**config.mk**
```make
export PLATFORM = sky130hd
export DESIGN_NAME = next_pc_stage_flat
export DESIGN_NICKNAME = d
export VERILOG_FILES = /design/src/rtl/next_pc_stage_pkg.sv /design/src/rtl/next_pc_stage_if.sv /design/src/rtl/next_pc_stage_lane_select.sv /design/src/rtl/next_pc_stage.sv /design/src/flat_wrapper.sv
export SDC_FILE = /design/constraint.sdc
export NUM_CORES = 1
export LEC_CHECK = 0
export ABC_AREA = 0
export BUFFER_PORTS_ARGS = -buffer_cell sky130_fd_sc_hd__buf_2
export CELL_PAD_IN_SITES_DETAIL_PLACEMENT = 1
export CELL_PAD_IN_SITES_GLOBAL_PLACEMENT = 1
export CORE_AREA = 4 4 130 132
export DETAILED_ROUTE_END_ITERATION = 10
export DIE_AREA = 0 0 134 136
export PLACE_DENSITY = 0.77
export SETUP_SLACK_MARGIN = 0.4
export SYNTH_ARGS = -nofsm -noshare
export SYNTH_HDL_FRONTEND = slang
export SYNTH_SLANG_ARGS = --single-unit
```
**constraint.sdc**
```tcl
create_clock -name clk -period 4.5 [get_ports clk]
set_input_delay 0.675 -clock clk [delete_from_list [all_inputs] [get_ports clk]]
set_output_delay 0.675 -clock clk [all_outputs]
set_load 0.005 [all_outputs]
```
**src/rtl/next_pc_stage_pkg.sv**
```systemverilog
// Fetch unit shared types: PC path, next-PC FSM states, group geometry.
// Consumed by next_pc_stage and its lane selector.
package FetchUnitTypes;

  localparam int FETCH_WIDTH = 2;
  localparam int PC_WIDTH = 32;
  localparam int INSN_BYTES = 4;
  localparam int FETCH_GROUP_BYTES =
    FETCH_WIDTH * INSN_BYTES;

  typedef logic [PC_WIDTH-1:0] PC_Path;

  typedef enum logic [1:0] {
    NP_RESET_WAIT,
    NP_RUN,
    NP_STALLED
  } NextPC_StateType;

  function automatic PC_Path seqPC(PC_Path pc);
    PC_Path mask;
    mask = PC_Path'(FETCH_GROUP_BYTES - 1);
    return (pc & ~mask) +
      PC_Path'(FETCH_GROUP_BYTES);
  endfunction

endpackage

```
**src/rtl/next_pc_stage_if.sv**
```systemverilog
// Bundle between next-PC stage and fetch stage: redirect,
// stall, per-lane prediction results and the issued PC.
interface next_pc_if;
  import FetchUnitTypes::*;

  logic stall;
  logic recover;
  PC_Path recoverPC;
  logic [FETCH_WIDTH-1:0] fetchStageIsValid;
  PC_Path [FETCH_WIDTH-1:0] fetchStagePC;
  logic [FETCH_WIDTH-1:0] btbHit;
  PC_Path [FETCH_WIDTH-1:0] btbOut;
  logic [FETCH_WIDTH-1:0] brPredTaken;
  logic [FETCH_WIDTH-1:0] readIsRASPopBr;
  PC_Path [FETCH_WIDTH-1:0] rasOut;
  logic [FETCH_WIDTH-1:0] axbtbHit;
  PC_Path [FETCH_WIDTH-1:0] axbtbOut;
  logic [FETCH_WIDTH-1:0] brDecidTaken;
  PC_Path npPC;
  logic npValid;
  logic npRedirected;

  modport master (
    output stall, recover, recoverPC,
    output fetchStageIsValid, fetchStagePC,
    output btbHit, btbOut, brPredTaken,
    output readIsRASPopBr, rasOut,
    output axbtbHit, axbtbOut, brDecidTaken,
    input npPC, npValid, npRedirected
  );

  modport slave (
    input stall, recover, recoverPC,
    input fetchStageIsValid, fetchStagePC,
    input btbHit, btbOut, brPredTaken,
    input readIsRASPopBr, rasOut,
    input axbtbHit, axbtbOut, brDecidTaken,
    output npPC, npValid, npRedirected
  );

endinterface

```
**src/rtl/next_pc_stage_lane_select.sv**
```systemverilog
// Lowest-lane-first taken-branch picker; RAS return override
// is compiled in only with RSD_NEXTPC_RAS_PREDICT_EN.
module next_pc_lane_select
  import FetchUnitTypes::*;
(
  input  logic [FETCH_WIDTH-1:0] valid,
  input  logic [FETCH_WIDTH-1:0] axbtbHit,
  input  PC_Path [FETCH_WIDTH-1:0] axbtbOut,
  input  logic [FETCH_WIDTH-1:0] brDecidTaken,
  input  logic [FETCH_WIDTH-1:0] btbHit,
  input  PC_Path [FETCH_WIDTH-1:0] btbOut,
  input  logic [FETCH_WIDTH-1:0] brPredTaken,
`ifdef RSD_NEXTPC_RAS_PREDICT_EN
  input  logic [FETCH_WIDTH-1:0] readIsRASPopBr,
  input  PC_Path [FETCH_WIDTH-1:0] rasOut,
`endif
  output logic taken,
  output PC_Path target
);

  always_comb begin
    taken = 1'b0;
    target = '0;
    for (int i = 0; i < FETCH_WIDTH; i++) begin
      if (!taken && valid[i]) begin
        if (axbtbHit[i] && brDecidTaken[i]) begin
          taken = 1'b1;
          target = axbtbOut[i];
        end else if (btbHit[i] && brPredTaken[i]) begin
          taken = 1'b1;
`ifdef RSD_NEXTPC_RAS_PREDICT_EN
          target = readIsRASPopBr[i] ?
            rasOut[i] : btbOut[i];
`else
          target = btbOut[i];
`endif
        end
      end
    end
  end

endmodule

```
**src/rtl/next_pc_stage.sv**
```systemverilog
// Fetch PC owner: recovery > stall > prediction > sequential.
// Build option: RSD_NEXTPC_RAS_PREDICT_EN enables RAS returns.
module next_pc_stage
  import FetchUnitTypes::*;
#(
  parameter PC_Path RESET_PC = 32'h0000_1000
) (
  input logic clk,
  input logic rst,
  input logic rstStart,
  next_pc_if.slave port
);

  NextPC_StateType state, nextState;
  PC_Path pc, nextPC;
  logic redir, nextRedir;
  logic taken;
  PC_Path target;

  next_pc_lane_select laneSel (
    .valid        (port.fetchStageIsValid),
    .axbtbHit     (port.axbtbHit),
    .axbtbOut     (port.axbtbOut),
    .brDecidTaken (port.brDecidTaken),
    .btbHit       (port.btbHit),
    .btbOut       (port.btbOut),
    .brPredTaken  (port.brPredTaken),
`ifdef RSD_NEXTPC_RAS_PREDICT_EN
    .readIsRASPopBr (port.readIsRASPopBr),
    .rasOut         (port.rasOut),
`endif
    .taken        (taken),
    .target       (target)
  );

  always_ff @(posedge clk or negedge rst) begin
    if (!rst) begin
      state <= NP_RESET_WAIT;
      pc <= RESET_PC;
      redir <= 1'b0;
    end else begin
      state <= nextState;
      pc <= nextPC;
      redir <= nextRedir;
    end
  end

  always_comb begin
    nextState = state;
    unique case (state)
      NP_RESET_WAIT:
        if (!rstStart) nextState = NP_RUN;
      NP_RUN:
        if (!port.recover && port.stall)
          nextState = NP_STALLED;
      NP_STALLED:
        if (!port.recover && !port.stall)
          nextState = NP_RUN;
      default: nextState = NP_RESET_WAIT;
    endcase
  end

  // Recovery wins even over stall so the new PC is held.
  always_comb begin
    nextPC = pc;
    nextRedir = 1'b0;
    if (state == NP_RESET_WAIT) begin
      nextPC = pc;
    end else if (port.recover) begin
      nextPC = port.recoverPC;
      nextRedir = 1'b1;
    end else if (port.stall) begin
      nextPC = pc;
    end else if (taken) begin
      nextPC = target;
      nextRedir = 1'b1;
    end else begin
      nextPC = seqPC(pc);
    end
  end

  always_comb begin
    port.npPC = pc;
    port.npValid = (state != NP_RESET_WAIT);
    port.npRedirected = redir;
  end

endmodule

```
**src/flat_wrapper.sv**
```systemverilog
// flat-port wrapper written by rule: the top's interface ports become plain ports
module next_pc_stage_flat import FetchUnitTypes::*;
#(
  parameter PC_Path RESET_PC = 32'h0000_1000
)
  (clk, rst, rstStart, port_stall, port_recover, port_recoverPC, port_fetchStageIsValid, port_fetchStagePC, port_btbHit, port_btbOut, port_brPredTaken, port_readIsRASPopBr, port_rasOut, port_axbtbHit, port_axbtbOut, port_brDecidTaken, port_npPC, port_npValid, port_npRedirected);
  next_pc_if port_i ();
  input logic clk;
  input logic rst;
  input logic rstStart;
  input wire logic [$bits(port_i.stall)-1:0] port_stall;
  input wire logic [$bits(port_i.recover)-1:0] port_recover;
  input wire logic [$bits(port_i.recoverPC)-1:0] port_recoverPC;
  input wire logic [$bits(port_i.fetchStageIsValid)-1:0] port_fetchStageIsValid;
  input wire logic [$bits(port_i.fetchStagePC)-1:0] port_fetchStagePC;
  input wire logic [$bits(port_i.btbHit)-1:0] port_btbHit;
  input wire logic [$bits(port_i.btbOut)-1:0] port_btbOut;
  input wire logic [$bits(port_i.brPredTaken)-1:0] port_brPredTaken;
  input wire logic [$bits(port_i.readIsRASPopBr)-1:0] port_readIsRASPopBr;
  input wire logic [$bits(port_i.rasOut)-1:0] port_rasOut;
  input wire logic [$bits(port_i.axbtbHit)-1:0] port_axbtbHit;
  input wire logic [$bits(port_i.axbtbOut)-1:0] port_axbtbOut;
  input wire logic [$bits(port_i.brDecidTaken)-1:0] port_brDecidTaken;
  output wire logic [$bits(port_i.npPC)-1:0] port_npPC;
  output wire logic [$bits(port_i.npValid)-1:0] port_npValid;
  output wire logic [$bits(port_i.npRedirected)-1:0] port_npRedirected;
  assign port_i.stall = port_stall;
  assign port_i.recover = port_recover;
  assign port_i.recoverPC = port_recoverPC;
  assign port_i.fetchStageIsValid = port_fetchStageIsValid;
  assign port_i.fetchStagePC = port_fetchStagePC;
  assign port_i.btbHit = port_btbHit;
  assign port_i.btbOut = port_btbOut;
  assign port_i.brPredTaken = port_brPredTaken;
  assign port_i.readIsRASPopBr = port_readIsRASPopBr;
  assign port_i.rasOut = port_rasOut;
  assign port_i.axbtbHit = port_axbtbHit;
  assign port_i.axbtbOut = port_axbtbOut;
  assign port_i.brDecidTaken = port_brDecidTaken;
  assign port_npPC = port_i.npPC;
  assign port_npValid = port_i.npValid;
  assign port_npRedirected = port_i.npRedirected;
  next_pc_stage #(.RESET_PC(RESET_PC)) u_core (.clk(clk), .rst(rst), .rstStart(rstStart), .port(port_i));
endmodule
```
# ---- Yosys cells after proc, flatten, opt, wreduce, memory -nomap -nowiden
# Cells that the tools add are included.
dict set report word_totals {
  out_inout_bits 34
  register_bits 35
  word_cells 48
}
dict set report classes {
  n_eq_ne 6
  bitwise 1
  n_mux 23
  add_sub_neg 1
  n_reduce_logical 14
}
# operator n
set op_table {}
lappend op_table {{two-way mux 32 bit} 9}
lappend op_table {{adder 32 x 4 -> 32 bit, second input constant} 1}
lappend op_table {{two-way mux 1 bit} 10}
lappend op_table {{logical AND 1 bit} 7}
lappend op_table {{two-way mux 2 bit} 3}
lappend op_table {{!= test 2 x 1 -> 1 bit, second input constant} 3}
lappend op_table {{one-hot mux 2 bit (3 select lines)} 1}
lappend op_table {{logical NOT 1 bit} 3}
lappend op_table {{AND reduction 3 bit} 1}
lappend op_table {{== test 2 x 1 -> 1 bit, second input constant} 1}
lappend op_table {{== test 2 bit, second input constant} 1}
lappend op_table {{logical NOT 2 bit} 1}
lappend op_table {{!= test 2 bit, second input constant} 1}
lappend op_table {{AND reduction 2 bit} 1}
lappend op_table {{nonzero test 2 bit} 1}
lappend op_table {{NOT 1 bit} 1}

# ---- Longest topological paths before layout
# Gate-level depths: netlist of the first run.
dict set report logic_depth {
  depth_word 11
  depth_mapped 8
}

# ---- By module
# From an unflattened synthesis of the first run, not the netlist that was laid out.
dict set report hier_totals {
  hier_cells 430
  hier_area_um2 3543.4
}
# mod cells_each instances area_per_inst_um2
set by_module_without_submodules {}
lappend by_module_without_submodules {next_pc_stage 310 1 2560.0}
lappend by_module_without_submodules {next_pc_lane_select 120 1 983.4}

# ---- Worst setup path before layout of the first run
# OpenSTA, ideal clock, no wires.
dict set report synth_path {
  path_kind {in2reg}
  from {input port_axbtbHit[0]}
  to {register u_core.pc[18] (netlist: u_core.port.npPC[18])}
  setup_time_ps 122
  arrival_time_ps 2042
  path_buffers 2
  setup_slack_ps 2337
  cell_stages 7
  path_cell_list {and2_1 clkbuf_1 buf_2 mux2_2 a21oi_1 o211ai_2 a32o_1}
}
dict set report synth_via {
  elab_chain_len 9
  word_cells_on_any_way 16
  cone_classes {mux (13); reduce/logical (3)}
}
# item line_no
set synth_lines {}
lappend synth_lines {{from (decl)} flat_wrapper.sv:21} ;# input wire logic [$bits(port_i.axbtbHit)-1:0] port_axbtbHit;
lappend synth_lines {{logical AND 1 bit *} next_pc_stage_lane_select.sv:26} ;# if (axbtbHit[i] && brDecidTaken[i]) begin
lappend synth_lines {{two-way mux 32 bit / two-way mux 1 bit (equally long branches)} next_pc_stage_lane_select.sv:26}
lappend synth_lines {{two-way mux 32 bit / two-way mux 1 bit (equally long branches)} next_pc_stage_lane_select.sv:25} ;# if (!taken && valid[i]) begin
lappend synth_lines {{two-way mux 32 bit, or another cell as far along} next_pc_stage_lane_select.sv:29} ;# end else if (btbHit[i] && brPredTaken[i]) begin
lappend synth_lines {{two-way mux 32 bit, or another cell as far along} next_pc_stage_lane_select.sv:26}
lappend synth_lines {{two-way mux 32 bit / two-way mux 1 bit (equally long branches)} next_pc_stage_lane_select.sv:25}
lappend synth_lines {{two-way mux 32 bit *} next_pc_stage.sv:74} ;# end else if (taken) begin
lappend synth_lines {{two-way mux 32 bit *} next_pc_stage.sv:72} ;# end else if (port.stall) begin
lappend synth_lines {{two-way mux 32 bit *} next_pc_stage.sv:69} ;# end else if (port.recover) begin
lappend synth_lines {{to (signal assigned)} next_pc_stage.sv:43} ;# pc <= nextPC;
lappend synth_lines {{to (decl)} next_pc_stage.sv:15} ;# PC_Path pc, nextPC;
# Mark *: on every way between the ends. The rest lies on a longest branch, timed or not. The select of a mux whose other input is x is not followed.
# A chain may end at the register's enable or synchronous reset.

# ---- Final worst setup path of the first run
dict set report layout_path {
  from {input port_recover}
  to {register u_core.pc[25] (netlist: u_core.port.npPC[25])}
}
dict set report layout_via {
  elab_chain_len 2
  word_cells_on_any_way 3
  cone_classes {eq/ne (1); mux (1); reduce/logical (1)}
}
# item line_no
set layout_lines {}
lappend layout_lines {{from (decl)} flat_wrapper.sv:12} ;# input wire logic [$bits(port_i.recover)-1:0] port_recover;
lappend layout_lines {{!= test 2 x 1 -> 1 bit (no line)} n/a}
lappend layout_lines {{AND reduction 2 bit (no line)} n/a}
# Parallel ways exist; a longest one is shown, timed or not.

==> impl_metrics.py, run 1 <==
metrics = {
    "layout": {
        "utilization_pct": 31.5,
        "syn_to_final_growth_pct": 38.8,
        "area.sequential_um2": 877,
        "n_fill_cell": 1971,
        "drive_gt1_share_pct": 39.8,
        "postLayoutCellArea_um2": 4950,
        "multi_input_area_um2": 2480,
        "nNetsFinal": 953,
    },
    "drt": {
        "ant_nets": 0,
        "num_vias": 4631,
        "totalWireLength_um": 18600,
        "via_per_inst": 5.35,
        "wl_per_cell_um": 21.5,
        "drt_pass1_iterations": 5,
        "drtIter0Drc": 217,
        "drcViolationCount": 0,
    },
    "min_path": {
        "min_path_type": "in2async",
    },
    "worst_setup_path": {
        "rr_endpoint": "u_core.port.npPC[25]",
        "cp.arrival_ps": 3150,
        "required_ps": 4690,
        "criticalPathCategory": "in2reg",
        "crit_end": "u_core.port.npPC[25]",
        "reg2reg_depth": 6,
        "crit_start": "port_recover",
        "reg2reg_from": "u_core.port.npPC[3]",
        "rrSetupSlack_ps": 2070,
        "worst_setup_path_start_kind": "input pin",
        "end_kind": "flop",
        "cp_max_fo": 32,
    },
    "grt": {
        "grt.total_usage_pct": 19.8,
        "grt_max_degree": 36,
        "globalRoute.totalOverflow": 0,
        "antenna_found_initial": 7,
        "grt_pass1_wl_um": 27900,
        "grt_pass1_vias": 4868,
    },
    "floorplanning": {
        "num_rows": 46,
        "io_pins": 339,
        "die_height_um": 136,
        "dieArea_um2": 18200,
        "initial_core_util_pct": 22.7,
        "coreArea_um2": 15700,
        "die_w_um": 134,
    },
    "timing": {
        "drv_slew": 0,
        "period_needed_ps": 2970,
        "fin_ws_ps": 1530,
        "worst_pin_slew_ps": 1170,
        "setup_tns_ps": 0,
        "hold_ws_ps": 510,
        "fmax_ghz": 0.337,
        "period_share_pct": 65.9,
        "rsz0062_at_grt": "false",
        "finalHoldViolations": 0,
        "setup_viol": 0,
        "maxSlewHeadroom_pct": 21.3,
        "skew_ps": 5.99,
    },
    "synthesis": {
        "yosys_warnings": 0,
        "synth_seq_cells": 35,
        "netlist_area_um2": 3570,
        "synthDistinctLibCells": 62,
        "syn-instance-count": 451,
        "synthArstFlopShare_pct": 100,
        "synth_ff_type": "dfrtp_1",
        "seq_area_frac_synth_pct": 24.6,
        "syn_avg_cell_area_um2": 7.91,
        "synth_fp_nets": 757,
        "synth_edf_count": 0,
    },
    "clock_tree": {
        "postCtsResizedCells": 0,
        "cts_setup_buffers": 0,
        "root_buffer": "clkbuf_16",
        "clk_pin_slew_ps": 60,
        "cts_tree": "built",
        "insertion_delay_ps": 280,
        "clock_sinks": 35,
        "clk_path_buf_depth": 2,
        "numCtsBuffers": 5,
        "cts_max_level": 2,
        "hold_buffers": 0,
    },
    "job": {
        "drv_cap": 0,
    },
    "power": {
        "p_switching_w": 0.000936,
        "pwr-share-comb_pct": 48.9,
        "pwr-share-clk_pct": 16.4,
        "switching_share_pct": 45.1,
        "intPower_w": 0.00114,
        "p_per_area_nw_per_um2": 419,
        "ir_drop_mv": 0.159,
        "seqPwrFrac_pct": 34.7,
        "p_leak_nw": 2.23,
    },
    "place": {
        "hpwl_um": 14900,
        "pre_cts_slack_ps": 1140,
        "io_buffers": 208,
        "placed_area_um2": 4810,
        "gp_congestion": 0.853,
    },
    "outcome": {
        "outcome": "complete, no violations",
    },
}
## per-stage QoR
step                cells  total power [W]
floorplan             451          0.00124
global placement      856          0.00171
detailed placement    856          0.00174
CTS                   864          0.00209
global route          864          0.00224
finish                865          0.00207
## worst max-delay path: stages
cell	delay (ps)
buf_2	510
inv_1	540
a21oi_2	590
buf_4	270
buf_4	180
o21a_1	120
o21ai_0	120
o211ai_1	140
## layout by cell type (no fill, tap or decap), types with 13 or more instances in the layout
master     n
a31oi_1   15
dfrtp_1   34
nor3_1    16
nand2_1   54
o21ai_0   29
nor2_1    23
nand3_1   14
a21oi_1   27
buf_2    208
buf_4     13
and3_1    13
mux2i_1   29
## cells in the mapped netlist (4+ instances only)
cell | instances | area, um2
nand2b_1 | 12 | 75.1
o22ai_1 | 5 | 31.3
a31oi_1 | 15 | 93.8
nand3_1 | 14 | 70.1
a22oi_1 | 9 | 67.6
nor3_1 | 16 | 80.1
o211ai_1 | 4 | 30.0
and2_1 | 4 | 25.0
dfrtp_1 | 34 | 851
buf_2 | 5 | 25.0
a32o_1 | 8 | 80.1
and3_1 | 13 | 81.3
o21ai_0 | 29 | 145
mux2i_1 | 29 | 290
nor4_1 | 5 | 31.3
o21a_1 | 6 | 45.0
o221a_2 | 7 | 78.8
mux2_2 | 5 | 56.3
o221ai_1 | 11 | 96.3
nand2_1 | 54 | 203
a22o_1 | 8 | 70.1
a21oi_1 | 27 | 135
nor2_1 | 23 | 86.3
inv_1 | 11 | 41.3
nand4_1 | 6 | 37.5
o31ai_1 | 11 | 82.6
clkbuf_1 | 19 | 71.3
a31o_2 | 6 | 52.6
## power by group through the flow
stage          clock network (W)  logic (W)  registers [W]
6_report                0.000340    0.00101       0.000720
5_1_grt                 0.000359    0.00113       0.000749
4_1_cts                 0.000347    0.00103       0.000715
3_5_place_dp                   0    0.00102       0.000719
3_3_place_gp                   0   0.000998       0.000711
2_1_floorplan                  0   0.000568       0.000671
## worst min path at each step
stage | startpoint | end | slack, ps | cells after the start
after global routing | u_core.port.npPC[0] | u_core.port.npPC[0] | 550 | 1
after detailed placement | u_core.port.npPC[0] | u_core.port.npPC[0] | 500 | 1
final | rst | u_core.port.npPC[23] | 510 | 1
after CTS | u_core.port.npPC[0] | u_core.port.npPC[0] | 520 | 1
after floorplan | rst | u_core.port.npPC[0] | 380 | 0
after global placement | u_core.port.npPC[1] | u_core.port.npPC[1] | 490 | 1
## final cells by class
type                            count  share of cell area (%)
Antenna cell                        1                  0.0505
Clock buffer                        7                    2.68
Clock inverter                      1                   0.101
Inverter                           11                   0.834
Multi-Input combinational cell    373                    50.2
Sequential cell                    35                    17.7
Tap cell                          216                    5.46
Timing Repair Buffer              221                    23.0
## logic make-up (layout without fill, tap and decap cells)
logic type                 Yosys count  after routing  share of synthesized area, %
and+or+nand+nor                    165            165                          24.8
DFF                                 35             35                          24.6
other                                0              1                             0
buffers and inverters               43            240                          5.89
AOI/OAI and AO/OA                  170            170                          34.0
muxes                               34             34                          9.72
adders and majority gates            1              1                         0.351
xor gates and xnor gates             3              3                         0.737
## registers in the layout (all words and copies together), names as in the netlist
name / cells
u_core.port.npRedirected: 1
u_core.state: 2
u_core.port.npPC: 32
## per-layer routing
layer	track usage [%]	vias up	wire [um]	share of wire [%]
met5	0	-	99	0.53
met4	5.71	12	526	2.8
li1	-	2164	-	-
met1	22.9	2231	7340	40
met3	6.40	40	1540	8.3
met2	35.0	184	9060	49
Note: power is estimated with default switching activity, not from simulation.
==> inputs of run 2 (changes only) <==
--- a/config.mk
+++ b/config.mk
@@ -9,10 +9,10 @@
 export BUFFER_PORTS_ARGS = -buffer_cell sky130_fd_sc_hd__buf_2
 export CELL_PAD_IN_SITES_DETAIL_PLACEMENT = 1
 export CELL_PAD_IN_SITES_GLOBAL_PLACEMENT = 1
-export CORE_AREA = 4 4 130 132
+export CORE_MARGIN = 4
+export CORE_UTILIZATION = 22
 export DETAILED_ROUTE_END_ITERATION = 10
-export DIE_AREA = 0 0 134 136
-export PLACE_DENSITY = 0.77
+export PLACE_DENSITY = 0.78
 export SETUP_SLACK_MARGIN = 0.4
 export SYNTH_ARGS = -nofsm -noshare
 export SYNTH_HDL_FRONTEND = slang
==> constraint.sdc (replaced) <==
create_clock -name clk -period 2.41 [get_ports clk]
set_input_delay 0.3615 -clock clk [delete_from_list [all_inputs] [get_ports clk]]
set_output_delay 0.3615 -clock clk [all_outputs]
set_load 0.005 [all_outputs]
==> run 2 against run 1 <==
- worst hold slack got worse by 320 ps
- clock power increased by 110%
- via count increased by 2.0%
- critical path depth decreased by 2
- final area increased by 5.9%
- flip-flop and latch count unchanged
- global-route usage decreased by 0.41 points
- sequential power increased by 83%
- critical endpoint is now u_core.port.npPC[18]
==> impl_metrics.py, run 2 (synthesized netlist as in run 1, its figures left out) <==
metrics = {
    "outcome": {
        "outcome": "complete, no violations",
    },
    "timing": {
        "finalHoldViolations": 0,
        "period_needed_ps": 2060,
        "drv_slew": 0,
        "rsz0062_at_grt": "true",
        "skew_ps": 6.07,
        "maxSlewHeadroom_pct": 40.5,
        "fmax_ghz": 0.486,
        "setup_tns_ps": 0,
        "worst_pin_slew_ps": 893,
        "setup_viol": 0,
        "period_share_pct": 85.3,
    },
    "clock_tree": {
        "clock_sinks": 35,
        "hold_buffers": 0,
        "clk_path_buf_depth": 2,
        "root_buffer": "clkbuf_16",
        "insertion_delay_ps": 290,
        "cts_tree": "built",
        "clk_pin_slew_ps": 60,
        "cts_max_level": 2,
        "numCtsBuffers": 5,
    },
    "place": {
        "io_buffers": 208,
        "hpwl_um": 15300,
        "placed_area_um2": 5030,
        "gp_congestion": 0.881,
    },
    "floorplanning": {
        "die_w_um": 135,
        "coreArea_um2": 15900,
        "io_pins": 339,
        "initial_core_util_pct": 22.5,
        "dieArea_um2": 18300,
        "die_height_um": 135,
        "num_rows": 46,
    },
    "min_path": {
        "min_path_type": "in2async",
    },
    "drt": {
        "num_vias": 4724,
        "drt_pass1_iterations": 5,
        "wl_per_cell_um": 20.9,
        "drcViolationCount": 0,
        "ant_nets": 0,
        "totalWireLength_um": 18800,
        "via_per_inst": 5.25,
        "drtIter0Drc": 254,
    },
    "worst_setup_path": {
        "cp.arrival_ps": 2290,
        "slowest_stage": "or4_4",
        "reg2reg_from": "u_core.port.npPC[4]",
        "worst-path-buf-inv": 1,
        "rrSetupSlack_ps": 350,
        "cp_slowest_stage_delay_ps": 600,
        "crit_top_cell": "or4_4",
        "rr_endpoint": "u_core.port.npPC[18]",
        "path_cells": "buf_4, nand3_4, or4_4, or4_4, o211ai_2, a32o_1",
        "required_ps": 2640,
        "cp_top_family": "simple AND/OR/NAND/NOR gates",
        "worst_setup_path_start_kind": "flop",
        "criticalPathCategory": "reg2reg",
        "cp_max_fo": 8,
        "reg2reg_depth": 6,
        "end_kind": "flop",
    },
    "power": {
        "p_leak_nw": 2.39,
        "power.total_w": 0.00415,
        "ir_drop_mv": 0.377,
        "p_per_area_nw_per_um2": 792,
    },
    "layout": {
        "drive_gt1_share_pct": 43.4,
        "syn_to_final_growth_pct": 47.0,
        "postLayoutCellArea_um2": 5240,
        "nNetsFinal": 984,
        "final_common_cell": "buf_2",
        "largest_reg_flops": 32,
        "utilization_pct": 33.0,
        "final_cell_mix": "buf_2, nand2_1, buf_4",
    },
    "job": {
        "drv_cap": 0,
    },
    "grt": {
        "grt_pass1_wl_um": 27400,
        "grt.total_usage_pct": 19.4,
        "antenna_found_initial": 5,
        "grt_max_degree": 36,
        "globalRoute.totalOverflow": 0,
        "grt_pass1_vias": 4973,
    },
}
[run 2: how the worst max path moves through the flow]
stage / endpoint / slack, ps / cells after the start / start
floorplan: u_core.port.npPC[15] / 410 / 5 / u_core.port.npPC[3]
finish: u_core.port.npPC[18] / 350 / 6 / u_core.port.npPC[4]
detailed placement: u_core.port.npPC[16] / 280 / 7 / port_axbtbHit[0]
global placement: u_core.port.npPC[27] / 290 / 7 / port_axbtbHit[0]
CTS: u_core.port.npPC[18] / 360 / 5 / u_core.port.npPC[7]
global route: u_core.port.npPC[25] / 250 / 7 / u_core.port.npPC[4]
[run 2: area by class of cell]
| class | instances | area [um2] |
|---|---|---|
| clock buffers | 8 | 156 |
| inverters | 11 | 41.3 |
| repair buffers | 252 | 1380 |
| fillers | 2032 | 10600 |
| flip-flops and latches | 35 | 881 |
| well taps | 216 | 270 |
| multi-input cells | 373 | 2500 |
| diodes | 4 | 10.0 |
[run 2: report_power, final]
part | switching (W) | total (W) | internal [W] | leakage (nW)
Clock | 0.000275 | 0.000716 | 0.000441 | 0.0772
Combinational | 0.00113 | 0.00211 | 0.000979 | 1.90
Sequential | 0.000431 | 0.00132 | 0.000893 | 0.410
Total | 0.00184 | 0.00415 | 0.00231 | 2.39
[run 2: timing repair]
action | CTS | global route
endpoints found under the setup margin | 4 | 11
gates resized for setup | 3 | 6
pin swaps | 1 | 1
setup buffers | 2 | 2
[run 2: metrics by stage]
step	setup slack [ps]	hold WS (ps)	std cells
after floorplan	413	65.9	451
after global placement	285	487	883
after detailed placement	280	501	883
after CTS	357	225	893
after global routing	252	258	899
final	354	189	899
[run 2: per-layer routing]
layer  global-route usage, %  routed length [um]  up-vias
met3                    3.12                 898       22
li1                        -                   -     2221
met5                       0                  20        -
met4                    5.10                 291        2
met1                    22.7                7510     2318
met2                    36.5               10100      161
